--- src/rtl/fetch_sequencer_pkg.sv ---
// Shared fetch definitions: FSM state encodings, NOP word, default vectors.
package fetch_sequencer_pkg;

    typedef enum logic [2:0] {
        FS_BOOT = 3'd0,
        FS_REQ  = 3'd1,
        FS_WAIT = 3'd2,
        FS_HOLD = 3'd3,
        FS_HALT = 3'd4
    } fs_state_e;

    localparam logic [31:0] NOP_INSN         = 32'h0000_0013;
    localparam logic [31:0] DEF_RESET_VECTOR = 32'h0000_0000;
    localparam logic [31:0] DEF_TRAP_VECTOR  = 32'h0000_0100;

    // Instruction fetch addresses are always word aligned.
    function automatic logic [31:0] word_align(input logic [31:0] a);
        return {a[31:2], 2'b00};
    endfunction

endpackage

--- src/rtl/fetch_redirect_latch.sv ---
// Redirect bookkeeping for the fetch FSM: picks trap over branch redirect,
// remembers a redirect that arrived while a request was in flight (kill +
// pend_target, latest wins) and latches halt requests until a boundary.
module fetch_redirect_latch
    import fetch_sequencer_pkg::*;
#(
    parameter logic [31:0] TRAP_VECTOR = DEF_TRAP_VECTOR
) (
    input  logic        clk,
    input  logic        rst,
    input  logic        trap_i,
    input  logic        redirect_valid_i,
    input  logic [31:0] redirect_target_i,
    input  logic        halt_i,
    input  logic        arm_i,        // request outstanding or being issued
    input  logic        discard_i,    // in-flight response is being thrown away
    input  logic        halt_ack_i,   // FSM is entering HALT this cycle
    output logic        take_o,
    output logic [31:0] target_o,
    output logic        kill_o,
    output logic [31:0] pend_target_o,
    output logic        halt_req_o
);

    logic        kill_q;
    logic [31:0] pend_q;
    logic        hpend_q;

    // Priority select of the redirect source; trap always wins.
    always_comb begin
        take_o   = trap_i | redirect_valid_i;
        target_o = trap_i ? TRAP_VECTOR : word_align(redirect_target_i);
    end

    // A discard consumes the kill; otherwise a redirect during REQ/WAIT arms it.
    always_ff @(posedge clk or negedge rst) begin
        if (!rst) begin
            kill_q  <= 1'b0;
            pend_q  <= DEF_RESET_VECTOR;
            hpend_q <= 1'b0;
        end else begin
            if (discard_i) begin
                kill_q <= 1'b0;
            end else if (arm_i && take_o) begin
                kill_q <= 1'b1;
                pend_q <= target_o;
            end
            if (halt_ack_i)
                hpend_q <= 1'b0;
            else if (halt_i)
                hpend_q <= 1'b1;
        end
    end

    assign kill_o        = kill_q;
    assign pend_target_o = pend_q;
    // A halt arriving on the boundary cycle itself is honoured immediately.
    assign halt_req_o    = hpend_q | halt_i;

endmodule

--- src/rtl/fetch_sequencer.sv ---
// Instruction-fetch controller: owns the PC, issues one outstanding imem
// request at a time and hands fetched words to decode. Wrong-path responses
// are dropped here so decode only ever sees correct-path instructions.
module fetch_sequencer
    import fetch_sequencer_pkg::*;
#(
    parameter logic [31:0] RESET_VECTOR = DEF_RESET_VECTOR,
    parameter logic [31:0] TRAP_VECTOR  = DEF_TRAP_VECTOR
) (
    input  logic        clk,
    input  logic        rst,
    output logic        imem_req,
    output logic [31:0] imem_addr,
    input  logic        imem_gnt,
    input  logic        imem_rvalid,
    input  logic [31:0] imem_rdata,
    output logic        instr_valid,
    output logic [31:0] instr,
    output logic [31:0] instr_pc,
    input  logic        pipe_ready,
    input  logic        redirect_valid,
    input  logic [31:0] redirect_target,
    input  logic        trap,
    input  logic        halt,
    output logic        halted
);

    fs_state_e   state_q;
    logic [31:0] pc_q;
    logic [31:0] instr_q;
    logic [31:0] instr_pc_q;

    logic        take;
    logic [31:0] target;
    logic        kill;
    logic [31:0] pend_target;
    logic        halt_req;
    logic        discard;
    logic        hold_accept;
    logic        go_halt;

    // Boundary events that the redirect latch must know about.
    always_comb begin
        discard     = (state_q == FS_WAIT) && imem_rvalid && (kill || take);
        hold_accept = (state_q == FS_HOLD) && !take && pipe_ready;
        go_halt     = (discard || hold_accept) && halt_req && !take;
    end

    fetch_redirect_latch #(
        .TRAP_VECTOR(TRAP_VECTOR)
    ) u_redir (
        .clk              (clk),
        .rst              (rst),
        .trap_i           (trap),
        .redirect_valid_i (redirect_valid),
        .redirect_target_i(redirect_target),
        .halt_i           (halt),
        .arm_i            ((state_q == FS_REQ) || (state_q == FS_WAIT)),
        .discard_i        (discard),
        .halt_ack_i       (go_halt),
        .take_o           (take),
        .target_o         (target),
        .kill_o           (kill),
        .pend_target_o    (pend_target),
        .halt_req_o       (halt_req)
    );

    // Fetch FSM, PC and the instruction/PC pair presented to decode.
    always_ff @(posedge clk or negedge rst) begin
        if (!rst) begin
            state_q    <= FS_BOOT;
            pc_q       <= RESET_VECTOR;
            instr_q    <= NOP_INSN;
            instr_pc_q <= RESET_VECTOR;
        end else begin
            case (state_q)
                FS_BOOT: begin
                    if (take)
                        pc_q <= target;
                    state_q <= FS_REQ;
                end
                FS_REQ: begin
                    if (imem_gnt)
                        state_q <= FS_WAIT;
                end
                FS_WAIT: begin
                    if (discard) begin
                        pc_q    <= take ? target : pend_target;
                        state_q <= go_halt ? FS_HALT : FS_REQ;
                    end else if (imem_rvalid) begin
                        instr_q    <= imem_rdata;
                        instr_pc_q <= pc_q;
                        state_q    <= FS_HOLD;
                    end
                end
                FS_HOLD: begin
                    if (take) begin
                        pc_q    <= target;
                        state_q <= FS_REQ;
                    end else if (pipe_ready) begin
                        pc_q    <= pc_q + 32'd4;
                        state_q <= go_halt ? FS_HALT : FS_REQ;
                    end
                end
                FS_HALT: begin
                    if (take) begin
                        pc_q    <= target;
                        state_q <= FS_REQ;
                    end
                end
                default: state_q <= FS_BOOT;
            endcase
        end
    end

    assign imem_req    = (state_q == FS_REQ);
    assign imem_addr   = pc_q;
    assign instr_valid = (state_q == FS_HOLD);
    assign instr       = instr_q;
    assign instr_pc    = instr_pc_q;
    assign halted      = (state_q == FS_HALT);

endmodule
--- config.mk ---
export PLATFORM = sky130hd
export DESIGN_NAME = fetch_sequencer
export DESIGN_NICKNAME = d
export VERILOG_FILES = /design/src/rtl/fetch_sequencer_pkg.sv /design/src/rtl/fetch_redirect_latch.sv /design/src/rtl/fetch_sequencer.sv
export SDC_FILE = /design/constraint.sdc
export NUM_CORES = 1
export LEC_CHECK = 0
export BUFFER_PORTS_ARGS = -buffer_cell sky130_fd_sc_hd__buf_2
export CORE_MARGIN = 1
export CORE_UTILIZATION = 46
export CTS_BUF_LIST = sky130_fd_sc_hd__clkbuf_8
export DETAILED_ROUTE_END_ITERATION = 6
export PLACE_DENSITY = 0.71
export RECOVER_POWER = 100
export SLEW_MARGIN = 20
export SYNTH_ARGS = -nofsm -noshare
export SYNTH_HDL_FRONTEND = slang
export SYNTH_HIERARCHICAL = 1
export SYNTH_SLANG_ARGS = --single-unit
--- constraint.sdc ---
create_clock -name clk -period 3 [get_ports clk]
set_clock_uncertainty 0.1 [all_clocks]
set_input_delay 0.6 -clock clk [delete_from_list [all_inputs] [get_ports clk]]
set_output_delay 0.6 -clock clk [all_outputs]
set_load 0.02 [all_outputs]
# After elaboration in Yosys (flattened, before gate mapping)

Cells that the tools add are included.
Widths: inputs -> output; s select.

Register bits after elaboration: 133

Reductions and logical operators: 20
Mux-type cells: 19
Bitwise operators: 3
$add $sub $neg: 1
Equal/unequal tests: 10

Operators with widths:

| operator              | number |
|---|---|
| $mux 32               | 6 |
| $pmux 32 s3           | 1 |
| $add 32x3->32 const B | 1 |
| $mux 3                | 7 |
| $pmux 3 s5            | 1 |
| $reduce_and 4->1      | 2 |
| $logic_and 1x1->1     | 7 |
| $eq 3x2->1 const B    | 2 |
| $ne 2x1->1 const B    | 3 |
| $mux 1                | 4 |
| $reduce_bool 2->1     | 2 |
| $eq 3x1->1 const B    | 1 |
| $eq 3x3->1 const B    | 1 |
| $logic_not 3->1       | 1 |
| $logic_or 1x1->1      | 3 |
| $ne 3x1->1 const B    | 1 |
| $ne 3x3->1 const B    | 1 |
| $reduce_and 3->1      | 1 |
| $reduce_bool 3->1     | 1 |
| $ne 2x2->1 const B    | 1 |
| $or 1x1->1            | 2 |
| $reduce_and 2->1      | 1 |
| $reduce_or 2->1       | 1 |
| $logic_not 1->1       | 1 |
| $not 1->1             | 1 |

# Logic depth before layout (Yosys ltp)

Gate-level depths: netlist (run 1).

Word-level depth: 11
Mapped depth: 11
Gate-level depth less buffers: 7

# Hierarchy

The synthesis (run 1) kept the hierarchy.

By module, submodules not included:

| module               | area an instance (um2) | sequential area each (um2) | times used | cells an instance |
|---|---|---|---|---|
| fetch_sequencer      | 5,183.7                | 2,481.1                    | 1          | 509 |
| fetch_redirect_latch | 1,549.0                | 800.8                      | 1          | 178 |

# Least setup slack after synthesis (run 1)

Ideal clock, no wire load.

Path kind: input to register
From: input trap
To: register u_redir.pend_q[16] (netlist: u_redir/pend_target_o[16])
Stages: 11
Required time: 2.777 ns
Setup time: 0.123 ns
Data arrival time: 2.434 ns
Setup slack: 0.343 ns
Cell sequence: nor2_1 buf_4 inv_2 clkbuf_1 nor2_1 nor4b_1 and3b_1 buf_6 buf_6 nand2_1 nand2_1

Cells in the longest elaborated chain, start to end: 5

Ends and longest elaborated chain:

| what                              | line                       | RTL |
|---|---|---|
| start, declared                   | fetch_sequencer.sv:23      | `input logic trap,` |
| $or 1x1->1                        | fetch_redirect_latch.sv:31 | `take_o = trap_i \| redirect_valid_i;` |
| named net take                    | fetch_sequencer.sv:33      | `logic take;` |
| $logic_or 1x1->1                  | fetch_sequencer.sv:44      | `discard = (state_q == FS_WAIT) && imem_rvalid && (kill \|\| take);` |
| $logic_and 1x1->1                 | fetch_sequencer.sv:44      |  |
| named net discard                 | fetch_sequencer.sv:38      | `logic discard;` |
| $not 1->1 (no source line)        | --                         |  |
| $reduce_and 2->1 (no source line) | --                         |  |
| end signal, assigned              | fetch_redirect_latch.sv:46 | `pend_q <= target_o;` |
| end, declared                     | fetch_redirect_latch.sv:26 | `logic [31:0] pend_q;` |

The timed path passes the listed nets, and every way through them passes these cells.
A chain may end at the register's enable or synchronous reset.

# Worst setup path after layout (run 1)

From: register state_q[0]
To: register instr_pc_q[15] (netlist: instr_pc[15])

Cells in the longest elaborated chain, start to end: 5

Ends and longest elaborated chain:

| what                                | line                                         | RTL |
|---|---|---|
| start, declared                     | fetch_sequencer.sv:28                        | `fs_state_e state_q;` |
| start signal, assigned              | fetch_sequencer.sv:89                        | `state_q <= go_halt ? FS_HALT : FS_REQ;` |
| start signal, assigned              | fetch_sequencer.sv:102                       | `state_q <= go_halt ? FS_HALT : FS_REQ;` |
| $eq 3x2->1 *                        | fetch_sequencer.sv:44, fetch_sequencer.sv:76 |  |
| $logic_and 1x1->1 (2 in series)     | fetch_sequencer.sv:44                        |  |
| $not 1->1 (no source line)          | --                                           |  |
| $reduce_and 3->1 (no source line) * | --                                           |  |
| end signal, assigned                | fetch_sequencer.sv:92                        | `instr_pc_q <= pc_q;` |
| end, declared                       | fetch_sequencer.sv:31                        | `logic [31:0] instr_pc_q;` |

Mark *: on every way between the ends. The rest lies on a longest branch, timed or not.

==> run summary, run 1 <==
DR vias/cell: 5.68
Die Y: 123 µm
cells along the critical path: inv_1 -> nand4_1 -> buf_2 -> mux2_2
area leader, netlist: dfrtp_1
ys async rst share: 100%
setup slack at placement: 0.335 ns
Yosys reg bits: 131
PD cells: 1020 nW/µm²
DRC Markers: 0
TNS Setup: 0 ns
total number of vias: 5976
Global Route Usage Sum: 25.1%
Initial DRT Pass Iterations: 5
die area: 15100 µm²
measured slew at the worst slew-check pin: 1.37 ns
Core Box Area: 14100 µm²
Post-CTS Setup Bufs: 0
Fmax: 0.370 GHz
worst setup path class: flip-flop to flip-flop
Tmin final: 2.70 ns
pin count of the biggest net entering global routing: 62
antenna diode count: 0
Slowest cell on crit path: buf_2
worst hold-check path type: primary input to flip-flop
Max VDD drop: 0.000461 V
IO Pins: 171
top post-synthesis cells by area: dfrtp_1, mux2_2, o21ai_0
synthesized area: 6730 µm²
row count: 43
status: complete, no violations
max-cap violation count: 0
cells after synthesis: 687
CTS Buffer Depth: 2
Reg2Reg Depth: 4
max incr delay on CP: 1.06 ns
CTS tree: done
CTS H-tree lvls: 4
clk slew on worst S/H paths: 0.08 ns
kind of end point of the critical path: flip-flop
share of layout cells above drive strength 1: 22.6%
fin area: 8100 µm²
fin crit share: 90.2%
# nets final: 933
post-CTS sizing: 0
relative slew slack: 8.37%
drt wl/cell: 17.7 µm
CTS Buf Count: 17
hold depth: 2
ANT nets after route: 0
CP Max Fanout: 61
grt total ovfl: 0
synth unique cells: 65
Post-synth EDFFs: 0
final worst slack: 0.295 ns
Critical Path AT: 2.93 ns
Post-Route WL: 18700 µm
clock root buffer: clkbuf_8
Iteration-0 DRC Markers: 395
DP Area: 7830 µm²
synthesis-to-layout area growth: 20.3%
Final GP Congestion: 0.821
FF/Latch Area: 3280 µm²
Clock Sinks: 131
first-pass GRT wire length: 28900 µm
fin util: 57.5%
DIE WIDTH: 123 µm
ys flop type: dfrtp_1
Leak: 0.00377 µW
Final Hold Viols: 0
Synth Warn #: 6
number of setup violations in the final report: 0
sequential area share after synthesis: 48.7%
number of global-route vias before repair: 5679
Starting Density: 47.8%
hpwl dp: 13000 µm
CP required: 3.23 ns
layout filler cell count: 1311
fin. max-slew vios: 0
area of the multi-input gates: 3170 µm²
Port Buffers: 168
clk_lat worst skew: 0.46 ns
initial antenna violation count: 0
CP startpoint kind: flip-flop
RSZ-0062 raised after global routing: false
Mapped Avg Cell Area: 9.80 µm²
Synth top area share: 47.6%
## power by group
group	switching [µW]	leakage, µW	internal (µW)	total, µW
combinational	2210	0.00182	1200	3410
clock	713	0.000223	974	1690
sequential	656	0.00173	2510	3170
total	3580	0.00377	4680	8260
## Yosys cell counts (all sizes together) (4+ instances only)
| master | number |
|---|---|
| a32o | 5 |
| mux2i | 5 |
| o31ai | 4 |
| mux2 | 60 |
| and3 | 9 |
| buf | 26 |
| xnor2 | 4 |
| a22oi | 7 |
| nand2 | 92 |
| clkbuf | 21 |
| nor2 | 50 |
| dfrtp | 128 |
| nor3 | 10 |
| a21o | 6 |
| nor4 | 5 |
| inv | 10 |
| nor2b | 36 |
| a21oi | 20 |
| a222oi | 5 |
| o22ai | 4 |
| nand4 | 8 |
| nand3 | 20 |
| o211ai | 8 |
| o21ai | 78 |
| nand2b | 6 |
| a221oi | 13 |
## kinds of logic (layout without fill, tap and decap cells)
logic type,after synthesis,after routing,share of synthesized area (%)
multiplexers,65,65,10.8
AND/OR/NAND/NOR,254,254,18.8
AO/OA/AOI/OAI,172,172,16.5
other,1,4,0.0557
adder cells (fa/ha/maj),1,1,0.186
buffers and inverters,58,241,4.31
flip-flops,131,131,48.7
XOR/XNOR,5,5,0.650
## per-layer routing
layer	vias to the layer above	routed length [µm]	track usage (%)
li1	2809	-	-
met3	30	1500	5.63
met4	0	301	9.71
met1	2873	8060	32.1
met2	264	8830	41.6
met5	-	0	0
## layout make-up
class	instances	area share (%)
sequential	131	40.5
multi-input combinational	501	39.1
timing repair buffer	198	11.5
clock buffer	20	3.40
tap	180	2.78
clock inverter	12	2.19
inverter	11	0.510
## final timing paths
path | start | endpoint | slack, ns
max | state_q[0] | instr_pc[15] | 0.30
min | imem_rdata[13] | instr[13] | 0.28
max reg2reg | state_q[0] | instr_pc[15] | 0.30
min reg2reg | u_redir/pend_target_o[19] | u_redir/pend_target_o[19] | 0.39
max in group asynchronous | rst | instr[12] | 0.63
min in group asynchronous | rst | instr[29] | 0.87
## metrics by stage
step,power (µW),std cells,hold WS (ns)
after floorplan,5460,690,0.204
after global placement,6670,1020,0.356
after detailed placement,6790,1020,0.371
after CTS,8490,1053,0.258
after global routing,8800,1053,0.263
final,8260,1053,0.277
## worst max-delay path, delay by kind of cell (launching register included)
family	cells	cell delay, ns
multiplexers	1	0.44
buffers and inverters	2	1.26
AND/OR/NAND/NOR	1	0.17
flip-flops	1	0.58
## timing repair
item	CTS	global route
setup endpoints to repair	0	0
hold endpoints to repair	4	0
hold buffers	1	0
## flip-flops by register name, summed over array words and instances (netlist names)
register / cells
instr: 32
imem_addr: 32
u_redir/pend_target_o: 30
state_q: 3
u_redir/kill_o: 1
u_redir/hpend_q: 1
instr_pc: 32
## cell usage in the layout (no fill, tap or decap), types with 19 or more instances in the layout
cell type and count:
dfrtp_1 128, clkbuf_1 104, nand2_1 92, o21ai_0 74
buf_2 71, mux2_2 60, nor2_1 50, nor2b_1 36
a21oi_1 20, clkbuf_8 20, nand3_1 19
Power figures use the tool's default switching activity.
==> inputs of run 2 (changes only) <==
- ABC_AREA: not set -> 1
- PLACE_DENSITY: 0.71 -> 0.7
==> run summary, run 2 <==
fin crit share: 84.3% (was 90.2%)
Fmax: 0.395 GHz (was 0.370 GHz)
fin area: 8370 µm² (was 8100 µm²)
Slowest cell on crit path: dfrtp_1 (was buf_2)
Tmin final: 2.53 ns (was 2.70 ns)
CTS tree: done (unchanged)
kind of end point of the critical path: output pin (was flip-flop)
IO Pins: 171 (unchanged)
Final GP Congestion: 0.871 (was 0.821)
synthesized area: 7190 µm² (was 6730 µm²)
share of layout cells above drive strength 1: 15.8% (was 22.6%)
Final Hold Viols: 0 (unchanged)
row count: 45 (was 43)
DRC Markers: 0 (unchanged)
CTS Buf Count: 17 (unchanged)
die area: 16100 µm² (was 15100 µm²)
cells along the critical path: nand3_1 -> clkinv_1 -> buf_2 (was inv_1 -> nand4_1 -> buf_2 -> mux2_2)
RR Startpoint: state_q[1] (was state_q[0])
cells after synthesis: 927 (was 687)
most common cell in the synthesized netlist: nand2_1 (was dfrtp_1)
hold depth: 2 (unchanged)
most common cell after layout, fill and taps aside: nand2_1 (was dfrtp_1)
Synth top area share: 44.6% (was 47.6%)
number of global-route vias before repair: 5831 (was 5679)
fin util: 55.1% (was 57.5%)
measured slew at the worst slew-check pin: 1.00 ns (was 1.37 ns)
worst setup path endpoint: instr_valid (was instr_pc[15])
DR vias/cell: 5.01 (was 5.68)
CP Max Fanout: 6 (was 61)
non-filler instance count after layout: 1292 (was 1053)
CTS Buffer Depth: 2 (unchanged)
WHS: 0.280 ns (was 0.277 ns)
Critical Path AT: 1.83 ns (was 2.93 ns)
area of the multi-input gates: 3260 µm² (was 3170 µm²)
CTS H-tree lvls: 4 (unchanged)
drt wl/cell: 15.0 µm (was 17.7 µm)
status: complete, no violations (unchanged)
Yosys reg bits: 131 (unchanged)
grt total ovfl: 0 (unchanged)
RSZ-0062 raised after global routing: false (unchanged)
DIE WIDTH: 127 µm (was 123 µm)
fin. max-slew vios: 0 (unchanged)
Starting Density: 47.3% (was 47.8%)
Core Box Area: 15200 µm² (was 14100 µm²)
Leak: 0.00425 µW (was 0.00377 µW)
clk_lat worst skew: 0.45 ns (was 0.46 ns)
antenna diode count: 0 (unchanged)
layout filler cell count: 1582 (was 1311)
sequential area share after synthesis: 45.6% (was 48.7%)
CP startpoint kind: flip-flop (unchanged)
max-cap violation count: 0 (unchanged)
number of hold buffers added after CTS: 1 (unchanged)
initial antenna violation count: 0 (unchanged)
clk slew on worst S/H paths: 0.08 ns (about the same)
Die Y: 127 µm (was 123 µm)
worst hold-check path type: primary input to flip-flop (unchanged)
hpwl dp: 14300 µm (was 13000 µm)
total number of vias: 6477 (was 5976)
Post-CTS Setup Bufs: 0 (unchanged)
ANT nets after route: 0 (unchanged)
Port Buffers: 168 (unchanged)
Post-Route WL: 19400 µm (was 18700 µm)
post-placement cell count: 1259 (was 1020)
synthesis-to-layout area growth: 16.5% (was 20.3%)
DP Area: 8170 µm² (was 7830 µm²)
Synth Warn #: 6 (unchanged)
pin count of the biggest net entering global routing: 72 (was 62)
CP Launch Point: state_q[1] (was state_q[0])
Iteration-0 DRC Markers: 389 (was 395)
post-CTS sizing: 0 (unchanged)
first-pass GRT wire length: 30500 µm (was 28900 µm)
top post-synthesis cells by area: dfrtp_1, nand2_1, mux2_2 (was dfrtp_1, mux2_2, o21ai_0)
CP required: 2.30 ns (was 3.23 ns)
PD cells: 1020 nW/µm² (about the same)
RR Endpoint: imem_addr[26] (was instr_pc[15])
synth cell count leaders: nand2_1, dfrtp_1, inv_1 (was dfrtp_1, nand2_1, o21ai_0)
relative slew slack: 33.0% (was 8.37%)
Max VDD drop: 0.000451 V (was 0.000461 V)
worst setup path class: flip-flop to output pin (was flip-flop to flip-flop)
Global Route Usage Sum: 24.6% (was 25.1%)
TNS Setup: 0 ns (unchanged)
R2R Setup Slk: 0.61 ns (was 0.30 ns)
max incr delay on CP: 0.46 ns (was 1.06 ns)
Mapped Avg Cell Area: 7.76 µm² (was 9.80 µm²)
most frequent cells in the layout: nand2_1, dfrtp_1, clkbuf_1, inv_1, nor2_1 (was dfrtp_1, clkbuf_1, nand2_1, o21ai_0, buf_2)
Post-synth EDFFs: 0 (unchanged)
Initial DRT Pass Iterations: 5 (unchanged)
Clock Sinks: 131 (unchanged)
Reg2Reg Depth: 7 (was 4)
# nets final: 1164 (was 933)
FF/Latch Area: 3280 µm² (unchanged)
ys flop type: dfrtp_1 (unchanged)
area leader, netlist: dfrtp_1 (unchanged)
number of setup violations in the final report: 0 (unchanged)
synth unique cells: 41 (was 65)
ys async rst share: 100% (unchanged)
clock root buffer: clkbuf_8 (unchanged)
-- run 2: final cells by class --
class,count,share of cell area (%)
tap,188,2.81
clock inverter,14,1.36
clock buffer,18,2.96
sequential,131,39.2
multi-input combinational,659,39.0
timing repair buffer,183,10.3
inverter,99,4.47
-- run 2: worst min-delay path by stage --
stage	from	end
finish	imem_rdata[7]	instr[7]
global route	imem_rdata[1]	instr[1]
CTS	imem_rdata[14]	instr[14]
detailed placement	u_redir/pend_target_o[30]	u_redir/pend_target_o[30]
global placement	u_redir/pend_target_o[30]	u_redir/pend_target_o[30]
floorplan	rst	imem_addr[0]
-- run 2: critical path, delay by kind of cell, from the launching register on --
| kind | cells | cell delay (ns) |
|---|---|---|
| buffers and inverters | 2 | 0.57 |
| DFF | 1 | 0.46 |
| and+or+nand+nor | 1 | 0.36 |
-- run 2: power breakdown --
part / internal (µW) / switching, µW / leakage (µW)
logic: 1200 / 2810 / 0.00237
registers: 2550 / 595 / 0.00170
clock network: 668 / 707 / 0.000178
total: 4420 / 4110 / 0.00425
-- run 2: cells by family after synthesis --
logic type,Yosys count,synth area share (%)
buf+inv,140,8.86
other cells,1,0.0522
mux,34,5.29
compound gates,130,10.7
simple gates,485,28.6
fa+ha+maj,1,0.174
xor+xnor,5,0.609
flops,131,45.6
-- run 2: metal layers --
layer  GRT usage, %  routed length [µm]
met5              0                   0
met4           9.17                 356
met3           5.44                1350
met2           37.3                8530
met1           34.6                9170
-- run 2: per-stage QoR --
stage / setup slack (ns) / power (µW)
global route: 0.393 / 9160
finish: 0.470 / 8530
global placement: 0.568 / 7310
floorplan: 0.891 / 5980
detailed placement: 0.519 / 7380
CTS: 0.681 / 8780
==> inputs of run 3 (changes only) <==
- clock period: 3 -> 2.5 ns (I/O delays scaled with it)
==> run summary, run 3 (same netlist as run 2, synthesis figures left out) <==
fin crit share: 88.6%
hpwl dp: 14400 µm (was 14300 µm)
Post-Route WL: 19200 µm (was 19400 µm)
CTS Buffer Depth: 2 (unchanged)
Psw: 4910 µW (was 4110 µW)
IO Pins: 171 (unchanged)
synthesis-to-layout area growth: 18.2% (was 16.5%)
status: complete, no violations (unchanged)
TNS Setup: 0 ns (unchanged)
Core Box Area: 15200 µm² (unchanged)
relative slew slack: 40.7% (was 33.0%)
first-pass GRT wire length: 30800 µm (was 30500 µm)
fin. max-slew vios: 0 (unchanged)
Die Y: 127 µm (unchanged)
CTS Buf Count: 17 (unchanged)
Logic pwr share: 45.6% (was 47.1%)
clock root buffer: clkbuf_8 (unchanged)
Starting Density: 47.3% (unchanged)
layout filler cell count: 1516 (was 1582)
die area: 16100 µm² (unchanged)
Iteration-0 DRC Markers: 429 (was 389)
ANT nets after route: 0 (unchanged)
number of global-route vias before repair: 5950 (was 5831)
measured slew at the worst slew-check pin: 0.889 ns (was 1.00 ns)
CTS tree: done (unchanged)
CP Launch Point: state_q[1] (unchanged)
grt total ovfl: 0 (unchanged)
clk_lat worst skew: 0.44 ns (was 0.45 ns)
post-CTS sizing: 0 (unchanged)
initial antenna violation count: 0 (unchanged)
worst setup path class: flip-flop to flip-flop (was flip-flop to output pin)
setup slack at placement: 0.211 ns (was 0.519 ns)
worst hold-check path type: primary input to flip-flop (unchanged)
number of setup violations in the final report: 0 (unchanged)
hold_sp: imem_rdata[4] (was imem_rdata[7])
number of hold buffers added after CTS: 1 (unchanged)
kind of end point of the critical path: flip-flop (was output pin)
Global Route Usage Sum: 24.6% (about the same)
DIE WIDTH: 127 µm (unchanged)
Clock Sinks: 131 (unchanged)
non-filler instance count after layout: 1296 (was 1292)
CP startpoint kind: flip-flop (unchanged)
clk slew on worst S/H paths: 0.08 ns (about the same)
most common cell after layout, fill and taps aside: nand2_1 (unchanged)
sequential group share of total power: 35.8% (was 36.8%)
cell internal pwr: 5650 µW (was 4420 µW)
PD cells: 1240 nW/µm² (was 1020 nW/µm²)
Port Buffers: 168 (unchanged)
final worst slack: 0.284 ns (was 0.470 ns)
# nets final: 1168 (was 1164)
total number of vias: 6523 (was 6477)
DR vias/cell: 5.03 (was 5.01)
RR Startpoint: state_q[1] (unchanged)
RSZ-0062 raised after global routing: false (unchanged)
antenna diode count: 0 (unchanged)
share of layout cells above drive strength 1: 16.1% (was 15.8%)
pin count of the biggest net entering global routing: 97 (was 72)
Leak: 0.00430 µW (was 0.00425 µW)
max-cap violation count: 0 (unchanged)
Critical Path AT: 2.42 ns (was 1.83 ns)
Tmin final: 2.22 ns
Clk pwr share: 18.6% (was 16.1%)
most frequent cells in the layout: nand2_1, dfrtp_1, clkbuf_1, inv_1, nor2_1 (unchanged)
CP Max Fanout: 26 (was 6)
Final Hold Viols: 0 (unchanged)
post-placement cell count: 1263 (was 1259)
CTS H-tree lvls: 4 (unchanged)
Final GP Congestion: 0.940 (was 0.871)
DRC Markers: 0 (unchanged)
drt wl/cell: 14.8 µm (was 15.0 µm)
row count: 45 (unchanged)
sw frac: 46.5% (was 48.2%)
Post-CTS Setup Bufs: 0 (unchanged)
WHS: 0.187 ns (was 0.280 ns)
Fmax: 0.451 GHz
CP required: 2.71 ns (was 2.30 ns)
Max VDD drop: 0.000638 V (was 0.000451 V)
Initial DRT Pass Iterations: 5 (unchanged)
## run 3: stage by stage
| stage | util (%) | total power (µW) | instance area [µm²] |
|---|---|---|---|
| 6_report | 55.9 | 10600 | 8500 |
| 5_1_grt | 55.9 | 11300 | 8500 |
| 4_1_cts | 56.9 | 10800 | 8650 |
| 3_5_place_dp | 53.9 | 8860 | 8200 |
| 3_3_place_gp | 53.9 | 8770 | 8200 |
| 2_1_floorplan | - | 7170 | 7200 |
## run 3: critical path, cell delays in order, from the launching register on
cell	delay (ns)
dfrtp_1	0.52
nand2_1	0.20
nor2_4	0.14
o21ai_0	0.23
nand3_4	0.37
clkbuf_1	0.30
nand2_1	0.09
a21boi_0	0.13
## run 3: metal layers
| metal | GRT usage (%) | wire length, µm | up-vias |
|---|---|---|---|
| met5 | 0 | 0 | - |
| met2 | 38.3 | 8510 | 254 |
| met3 | 5.70 | 1400 | 30 |
| met4 | 10.3 | 527 | 0 |
| met1 | 33.2 | 8740 | 2952 |
| li1 | - | - | 3287 |
## run 3: area by class of cell
type	instances	area [µm²]	share of cell area [%]
Sequential cell	131	3280	38.6
Clock buffer	19	262	3.08
Clock inverter	13	184	2.16
Timing Repair Buffer	187	893	10.5
Tap cell	188	235	2.77
Inverter	99	374	4.40
Multi-Input combinational cell	659	3270	38.4
## run 3: final timing paths
check | to | slack, ns | cells past startpoint
max in group asynchronous | u_redir/pend_target_o[8] | 0.86 | 3
max | imem_addr[16] | 0.28 | 7
min in group asynchronous | instr[22] | 0.62 | 2
min reg2reg | u_redir/pend_target_o[22] | 0.38 | 2
min | instr[4] | 0.19 | 2
max reg2reg | imem_addr[16] | 0.28 | 7
## run 3: power by group through the flow
stage	registers [µW]	clock network, µW	logic [µW]
floorplan	4540	0	2630
global placement	3760	0	5010
detailed placement	3790	0	5070
CTS	3750	2000	5090
global route	3900	2100	5350
finish	3780	1960	4820
